===== config.mk =====
export PLATFORM = sky130hd
export DESIGN_NAME = multi_breathing_light_flat
export DESIGN_NICKNAME = d
export VERILOG_FILES = /design/src/rtl/multi_breathing_light_if.sv /design/src/rtl/multi_breathing_light.sv /design/src/flat_wrapper.sv
export SDC_FILE = /design/constraint.sdc
export NUM_CORES = 1
export LEC_CHECK = 0
export ABC_AREA = 1
export CAP_MARGIN = 20
export CORE_ASPECT_RATIO = 0.9
export CORE_MARGIN = 2
export CORE_UTILIZATION = 50
export DETAILED_ROUTE_END_ITERATION = 16
export PLACE_DENSITY = 0.7
export SYNTH_ARGS = -nofsm -noshare
export SYNTH_HDL_FRONTEND = slang
export SYNTH_SLANG_ARGS = --single-unit
export TNS_END_PERCENT = 100

===== constraint.sdc =====
create_clock -name clk -period 6.53 [get_ports clk]
set_input_delay 1.306 -clock clk [delete_from_list [all_inputs] [get_ports clk]]
set_output_delay 1.306 -clock clk [all_outputs]
set_load 0.005 [all_outputs]

===== src/rtl/multi_breathing_light_if.sv =====
// -----------------------------------------------------------------------------
// multi_breathing_light_if
// Control/status bundle between the board switch inputs and the breathing
// light controller.
//   en     : 1 = phase generator advances, 0 = phase frozen
//   speed  : step-period select (0 slowest .. 3 fastest)
//   mode   : per-channel mode, bits [2i+1:2i]: 00 off, 01 on, 10 breathe, 11 blink
//   light  : registered LED drive, 1 = lit
//   sync   : single-cycle pulse when the master phase wraps to 0
// No handshake: en/speed/mode are level controls sampled every clk;
// light/sync are registered outputs valid every cycle.
// -----------------------------------------------------------------------------
interface multi_breathing_light_if #(
  parameter int CH = 4
);
  logic            en;
  logic [1:0]      speed;
  logic [2*CH-1:0] mode;
  logic [CH-1:0]   light;
  logic            sync;

  modport master (output en, speed, mode, input light, sync);
  modport slave  (input en, speed, mode, output light, sync);
endinterface


===== src/rtl/multi_breathing_light.sv =====
// -----------------------------------------------------------------------------
// multi_breathing_light
// Multi-channel breathing-light controller. A shared step counter advances a
// master phase; each channel sees that phase offset by i*(2^P/CH), folds it
// into a triangle and squares it for a gamma-like duty. A free-running PWM
// counter turns duty into on-time; duty is only reloaded at frame end so every
// PWM frame is glitch-free.
// Ports:
//   clk : system clock
//   rst : asynchronous, active-low reset
//   bus : multi_breathing_light_if.slave (en, speed, mode in; light, sync out)
// -----------------------------------------------------------------------------
module multi_breathing_light #(
  parameter int CH     = 4,
  parameter int PWM_W  = 8,
  parameter int STEP_W = 26,
  parameter int STEP0  = 600000,
  parameter int STEP1  = 300000,
  parameter int STEP2  = 150000,
  parameter int STEP3  = 75000
) (
  input  logic                     clk,
  input  logic                     rst,
  multi_breathing_light_if.slave   bus
);

  localparam int P  = PWM_W + 1;      // master phase width
  localparam int PW = 2 * PWM_W + 1;  // gamma product width

  localparam logic [PWM_W-1:0] PWM_MAX   = '1;
  localparam logic [P-1:0]     PHASE_MAX = '1;

  typedef logic [PW-1:0] prod_t;

  logic [STEP_W-1:0] step_cnt;
  logic [STEP_W-1:0] step_lim;
  logic [P-1:0]      phase;
  logic [PWM_W-1:0]  pwm_cnt;
  logic [CH-1:0]     light_q;
  logic [CH-1:0]     light_d;
  logic              sync_q;
  logic              step_wrap;

  // Limit is STEP(speed)-1.
  always_comb begin
    step_lim = '0;
    case (bus.speed)
      2'd0:    step_lim = STEP_W'(STEP0 - 1);
      2'd1:    step_lim = STEP_W'(STEP1 - 1);
      2'd2:    step_lim = STEP_W'(STEP2 - 1);
      default: step_lim = STEP_W'(STEP3 - 1);
    endcase
  end

  // >= rather than ==: lowering the step period while step_cnt is already
  // past the new limit wraps on the next cycle instead of counting through
  // the whole STEP_W range.
  assign step_wrap = (step_cnt >= step_lim);

  always_ff @(posedge clk or negedge rst) begin
    if (!rst) begin
      step_cnt <= '0;
      phase    <= '0;
      pwm_cnt  <= '0;
      light_q  <= '0;
      sync_q   <= 1'b0;
    end else begin
      pwm_cnt <= pwm_cnt + 1'b1;
      light_q <= light_d;
      // sync is high exactly in the cycle where phase reads 0 after a wrap.
      sync_q  <= bus.en && step_wrap && (phase == PHASE_MAX);
      if (bus.en) begin
        if (step_wrap) begin
          step_cnt <= '0;
          phase    <= phase + 1'b1;
        end else begin
          step_cnt <= step_cnt + 1'b1;
        end
      end
    end
  end

  for (genvar i = 0; i < CH; i++) begin : g_ch
    localparam logic [P-1:0] OFS = P'(i * ((2 ** P) / CH));

    logic [P-1:0]     ph;
    logic [PWM_W-1:0] tri_v;
    prod_t            prod;
    logic [PWM_W-1:0] gam;
    logic [PWM_W-1:0] duty;
    logic             lit;

    assign ph    = phase + OFS;
    assign tri_v = ph[P-1] ? ~ph[PWM_W-1:0] : ph[PWM_W-1:0];
    // tri*(tri+1) >> PWM_W: 0 at tri=0, full scale at tri max.
    assign prod  = prod_t'(tri_v) * (prod_t'(tri_v) + prod_t'(1));
    assign gam   = prod[2*PWM_W-1:PWM_W];

    // Reload only on the last count of a frame so the new duty starts cleanly.
    always_ff @(posedge clk or negedge rst) begin
      if (!rst) begin
        duty <= '0;
      end else if (pwm_cnt == PWM_MAX) begin
        duty <= gam;
      end
    end

    always_comb begin
      lit = 1'b0;
      case (bus.mode[2*i +: 2])
        2'b00:   lit = 1'b0;
        2'b01:   lit = 1'b1;
        2'b10:   lit = (pwm_cnt < duty);
        default: lit = ph[P-1];
      endcase
    end

    assign light_d[i] = lit;
  end

  assign bus.light = light_q;
  assign bus.sync  = sync_q;

endmodule

===== src/flat_wrapper.sv =====
// flat-port wrapper written by rule: the top's interface ports become plain ports
module multi_breathing_light_flat 
#(
  parameter int CH     = 4,
  parameter int PWM_W  = 8,
  parameter int STEP_W = 26,
  parameter int STEP0  = 600000,
  parameter int STEP1  = 300000,
  parameter int STEP2  = 150000,
  parameter int STEP3  = 75000
)
  (clk, rst, bus_en, bus_speed, bus_mode, bus_light, bus_sync);
  multi_breathing_light_if #(.CH(CH)) bus_i ();
  input  logic clk;
  input  logic rst;
  input wire logic [$bits(bus_i.en)-1:0] bus_en;
  input wire logic [$bits(bus_i.speed)-1:0] bus_speed;
  input wire logic [$bits(bus_i.mode)-1:0] bus_mode;
  output wire logic [$bits(bus_i.light)-1:0] bus_light;
  output wire logic [$bits(bus_i.sync)-1:0] bus_sync;
  assign bus_i.en = bus_en;
  assign bus_i.speed = bus_speed;
  assign bus_i.mode = bus_mode;
  assign bus_light = bus_i.light;
  assign bus_sync = bus_i.sync;
  multi_breathing_light #(.CH(CH), .PWM_W(PWM_W), .STEP_W(STEP_W), .STEP0(STEP0), .STEP1(STEP1), .STEP2(STEP2), .STEP3(STEP3)) u_core (.clk(clk), .rst(rst), .bus(bus_i));
endmodule

After elaboration in Yosys (flattened, before gate mapping) --
Index checks and enable logic that the tools add are counted.
Word-level totals: bits of input ports 13, output and inout bits 5, bits in registers 80, word-level logic and storage cells 62
Operators by class: bitwise gates (word level) 4, equality and inequality tests 12, multiply operators 4, $lt $le $gt $ge 5, mux-type cells 10, reduce and logical (&&, ||, !) cells 8, $add $sub $neg 10
Operator list (number):
- multiplier 8 x 17 -> 16 bit | 4
- one-hot mux 20 bit (3 select lines) | 1
- adder 8 x 1 -> 9 bit (second input constant) | 4
- less-than comparator 8 bit | 4
- 2-to-1 mux 8 bit | 4
- NOT 8 bit | 4
- adder 26 x 1 -> 26 bit (second input constant) | 1
- >= comparator 26 x 20 -> 1 bit | 1
- 2-to-1 mux 26 bit | 1
- adder 9 bit (second input constant) | 2
- one-hot mux 1 bit (3 select lines) | 4
- equality test 2 x 1 -> 1 bit (second input constant) | 5
- equality test 2 bit (second input constant) | 5
- logical NOT 2 bit | 5
- adder 9 x 1 -> 9 bit (second input constant) | 1
- adder 9 x 8 -> 9 bit (second input constant) | 1
- equality test 9 bit (second input constant) | 1
- adder 8 x 1 -> 8 bit (second input constant) | 1
- equality test 8 bit (second input constant) | 1
- logical AND 1 bit | 2
- AND reduction 2 bit | 1

Depth between registers and ports, before layout --
word-level depth 5, mapped depth 32, depth with buffers taken out 30

Worst setup path before layout --
OpenSTA, ideal clock, no wires.
path kind flip-flop to flip-flop, start reg u_core.phase[8], end reg u_core.g_ch[2].duty[2], setup time 0.126 ns, required time 6.404 ns, cell stages (with the launch flop) 28, slack 0.898 ns, path buffers 3, data arrival time 5.506 ns, period minus slack after synthesis 5.632 ns, cells stage by stage dfrtp_1 inv_2 buf_6 nand2_1 nand2_1 clkbuf_1 buf_2 ha_1 inv_1 nor3_4 nand3_1 ha_1 nor2_1 fa_1 fa_1 fa_1 inv_1 fa_1 inv_1 ha_1 nand2_1 nand2_1 o21bai_1 inv_1 nand2_1 or2_2 nand3_1 o21ai_0
On the way: cells in the longest elaborated chain, start to end 4
Ends and longest elaborated chain:
- start, declared | RTL line multi_breathing_light.sv:37 | logic [P-1:0] phase;
- start signal, assigned | RTL line multi_breathing_light.sv:75 | phase <= phase + 1'b1;
- adder 9 bit (*) | RTL line multi_breathing_light.sv:93 | assign ph = phase + OFS;
- 2-to-1 mux 8 bit (*) | RTL line multi_breathing_light.sv:94 | assign tri_v = ph[P-1] ? ~ph[PWM_W-1:0] : ph[PWM_W-1:0];
- adder 8 x 1 -> 9 bit | RTL line multi_breathing_light.sv:96 | assign prod = prod_t'(tri_v) * (prod_t'(tri_v) + prod_t'(1));
- multiplier 8 x 17 -> 16 bit (*) | RTL line multi_breathing_light.sv:96
- end signal, assigned | RTL line multi_breathing_light.sv:104 | duty <= gam;
- end, declared | RTL line multi_breathing_light.sv:90 | logic [PWM_W-1:0] duty;
Mark *: on every way between the ends. The rest lies on a longest branch, timed or not. A chain may end at the register's enable or synchronous reset.

Final worst setup path --
start reg u_core.phase[8], end reg u_core.g_ch[1].duty[6]
On the way: cells in the longest elaborated chain, start to end 4
Ends and longest elaborated chain (RTL line):
- adder 9 x 8 -> 9 bit (*) | multi_breathing_light.sv:93
- 2-to-1 mux 8 bit (*) | multi_breathing_light.sv:94
- adder 8 x 1 -> 9 bit | multi_breathing_light.sv:96
- multiplier 8 x 17 -> 16 bit (*) | multi_breathing_light.sv:96
- end signal, assigned | multi_breathing_light.sv:104
- end, declared | multi_breathing_light.sv:90
Marks and branches as above.

==> metrics.md <==
| Metric | Value |
|---|---|
| Max Fclk | `0.163 GHz` |
| Length of the first detailed-routing pass in iterations | `7` |
| CP max stage delay | `0.55 ns` |
| RSZ-0062 raised after global routing | `no` |
| Post-synth cell types | `43` |
| Worst path most repeated cell | `nand2_1` |
| Vias/cell | `~5.3` |
| Clock-pin slew on the worst setup and hold paths | `0.07 ns` |
| Die height | `163 um` |
| Top-Level Pins | `18` |
| Footprint of the multi-input gates | `0.0103 mm^2` |
| FILL cells | `2660` |
| Final hold violation count | `0` |
| Slew margin rel. | `51.4%` |
| Final min period | `between 6 and 7 ns` |
| Routed len/inst | `14.6 um` |
| Worst hold path type | `register to register` |
| PortBufs | `17` |
| CP Class | `register to register` |
| Most common cell after layout, fill and taps aside | `inv_1` |
| Most frequent cells in the layout | `inv_1 (393), nand2_1 (344), nor2_1 (236), ha_1 (206), fa_1 (160)` |
| CTS tree | `yes` |
| Die Wd | `between 150 and 200 um` |
| DRT iter0 DRCs | `884` |
| Vias in the first global route | `11600` |
| DIE AREA | `between 0.02 and 0.03 mm^2` |
| Final HPWL DP | `26600 um` |
| Clock latency on the worst-skew pair | `0.35 ns` |
| Share of the yosys chip area belonging to registers | `14.3%` |
| Tot GR Track Use | `23.2%` |
| Ys flop type | `dfrtp_1` |
| DRC viols | `0` |
| Synthesis Warnings | `0` |
| Final worst path period share | `about 94%` |
| Global-route wire length before repair | `55700 um` |
| Initial antenna violation count | `0` |
| Longest Clk Path Bufs | `2` |
| Critical path arrival | `between 6 and 7 ns` |
| Avg Inst Size Synth | `7.61 um^2` |
| Final Util | `53.5%` |
| Worst-path fanout max | `22` |
| Outcome | `completed` |
| Post-Syn Area | `0.0140 mm^2` |
| # rows | `58` |
| FF+latch area | `0.00200 mm^2` |
| Routed WL | `32300 um` |
| Syn Inst Count | `1842` |
| Clock buffer count from CTS | `9` |
| Placed Area | `around 0.015 mm^2` |
| Async set-reset flop share out of synthesis | `100%` |
| Area Overhead vs Synth | `5.98%` |
| GPL Wtd Cong | `~0.93` |
| Final setup viols | `0` |
| Post-DRT Antenna Nets | `0` |
| Core area | `0.0278 mm^2` |
| Slowest stage cell on the critical path | `fa_1` |
| Routed via count | `11600` |
| Initial Utilization | `50.5%` |
| Critical Path Source Type | `register` |
| Actual slew at the worst max-slew pin | `0.726 ns` |
| Max-cap violation count | `0` |
| CTS Sinks | `80` |
| CP Data Required Time | `6.75 ns` |
| Final TNS setup | `0 ns` |
| Fin Clk Skew | `0.0117 ns` |
| # nets final | `between 2000 and 2500` |
| Inserted Diodes | `0` |
| Pin count of the biggest net entering global routing | `between 40 and 50` |
| Gr ovfl total | `0` |
| Max Slew Vio Count | `0` |
| Cell area after layout | `0.0149 mm^2` |
| H-tree Lvls | `3` |
| Synth Register Bits | `80` |
| Post-CTS setup buffer count | `0` |
| CTS root buf | `clkbuf_16` |
| Share of cells above drive strength 1 | `4.86%` |
| Number of flops mapped to enable cells by yosys | `0` |
| Worst Setup End Kind | `register` |
[Yosys cell counts (3+ instances only)]
| master | n | area share, % |
|---|---|---|
| nand2_4 | 14 | 1.1 |
| inv_1 | 393 | 11 |
| buf_1 | 3 | 0.080 |
| a21oi_1 | 52 | 1.9 |
| o2111ai_1 | 3 | 0.19 |
| nor3_1 | 13 | 0.46 |
| nor4_1 | 4 | 0.18 |
| xor2_1 | 25 | 1.6 |
| nor2_4 | 3 | 0.24 |
| nand3_1 | 97 | 3.5 |
| o21bai_1 | 7 | 0.37 |
| or2_2 | 9 | 0.40 |
| o21ai_0 | 58 | 2.1 |
| inv_2 | 8 | 0.21 |
| clkbuf_1 | 17 | 0.45 |
| buf_6 | 5 | 0.40 |
| ha_1 | 206 | 18 |
| nand2_2 | 21 | 0.94 |
| fa_1 | 160 | 23 |
| nand2_1 | 344 | 9.2 |
| o22ai_1 | 4 | 0.18 |
| buf_2 | 9 | 0.32 |
| nand4_1 | 21 | 0.94 |
| a21o_1 | 9 | 0.48 |
| nor2_1 | 236 | 6.3 |
| nand3b_1 | 6 | 0.32 |
| dfrtp_1 | 80 | 14 |
| xnor2_1 | 13 | 0.81 |
[per-stage QoR]
stage	hold WS (ns)	setup WS, ns	cells
after floorplan	0.445	0.898	1843
after global placement	0.460	0.673	2196
after detailed placement	0.472	0.450	2196
after CTS	0.489	0.416	2212
after global routing	0.508	0.0154	2212
final	0.480	0.393	2212
[critical path, delay by kind of cell, from the launching register on]
family          cells  cell delay, ns
fa+ha+maj           6            2.73
simple gates       13            1.67
buf+inv             5            0.79
compound gates      3            0.43
flops               1            0.39
[sequential cells by signal, indices dropped and copies added (netlist names)]
signal,flops
u_core.bus.sync,1
u_core.step_cnt,26
u_core.g_ch.duty,32
u_core.bus.light,4
u_core.phase,9
u_core.pwm_cnt,8
[cells by family after synthesis]
logic type / share of synthesized area (%)
xor gates and xnor gates: 2.37
other: 0.0267
and+or+nand+nor: 24.5
adders and majority gates: 41.2
AOI/OAI and AO/OA: 5.47
buffers and inverters: 12.1
DFF: 14.3
[metal layers]
layer	track usage [%]	vias to the layer above	wire (um)
met3	3.42	46	1930
met4	8.14	0	1050
met5	0	-	0
met1	32.4	5558	15000
met2	36.8	364	14400
li1	-	5676	-
[final timing paths]
kind                            slack, ns                          startpoint  depth (start not counted)                            endpoint
worst max-delay path                 0.39         u_core.phase[8]$_DFFE_PN0P_                         27  u_core.g_ch[1].duty[6]$_DFFE_PN0N_
worst min-delay path                 0.48  u_core.g_ch[1].duty[0]$_DFFE_PN0N_                          2  u_core.g_ch[1].duty[0]$_DFFE_PN0N_
worst max register to register       0.39         u_core.phase[8]$_DFFE_PN0P_                         27  u_core.g_ch[1].duty[6]$_DFFE_PN0N_
worst min register to register       0.48  u_core.g_ch[1].duty[0]$_DFFE_PN0N_                          2  u_core.g_ch[1].duty[0]$_DFFE_PN0N_
max in group asynchronous            4.61                                 rst                          2  u_core.g_ch[3].duty[0]$_DFFE_PN0N_
min in group asynchronous            0.88                                 rst                          1      u_core.step_cnt[5]$_DFFE_PN0P_
[layout make-up]
| cell class | instances | area share [%] |
|---|---|---|
| multi-input combinational | 1325 | 69.5 |
| sequential | 80 | 13.5 |
| inverter | 403 | 10.2 |
| tap | 360 | 3.03 |
| timing repair buffer | 28 | 1.68 |
| clock buffer | 10 | 1.61 |
| clock inverter | 6 | 0.497 |
[what timing repair did]
item | in CTS | in global routing
endpoints found under the setup margin | 0 | 2
gates resized for setup | 0 | 1
hold buffers | 0 | 0
endpoints found under the hold margin | 0 | 0
Power is left out: the tool's default activity adds up to more than one toggle a clock period on the data nets, which glitch-free logic cannot reach.
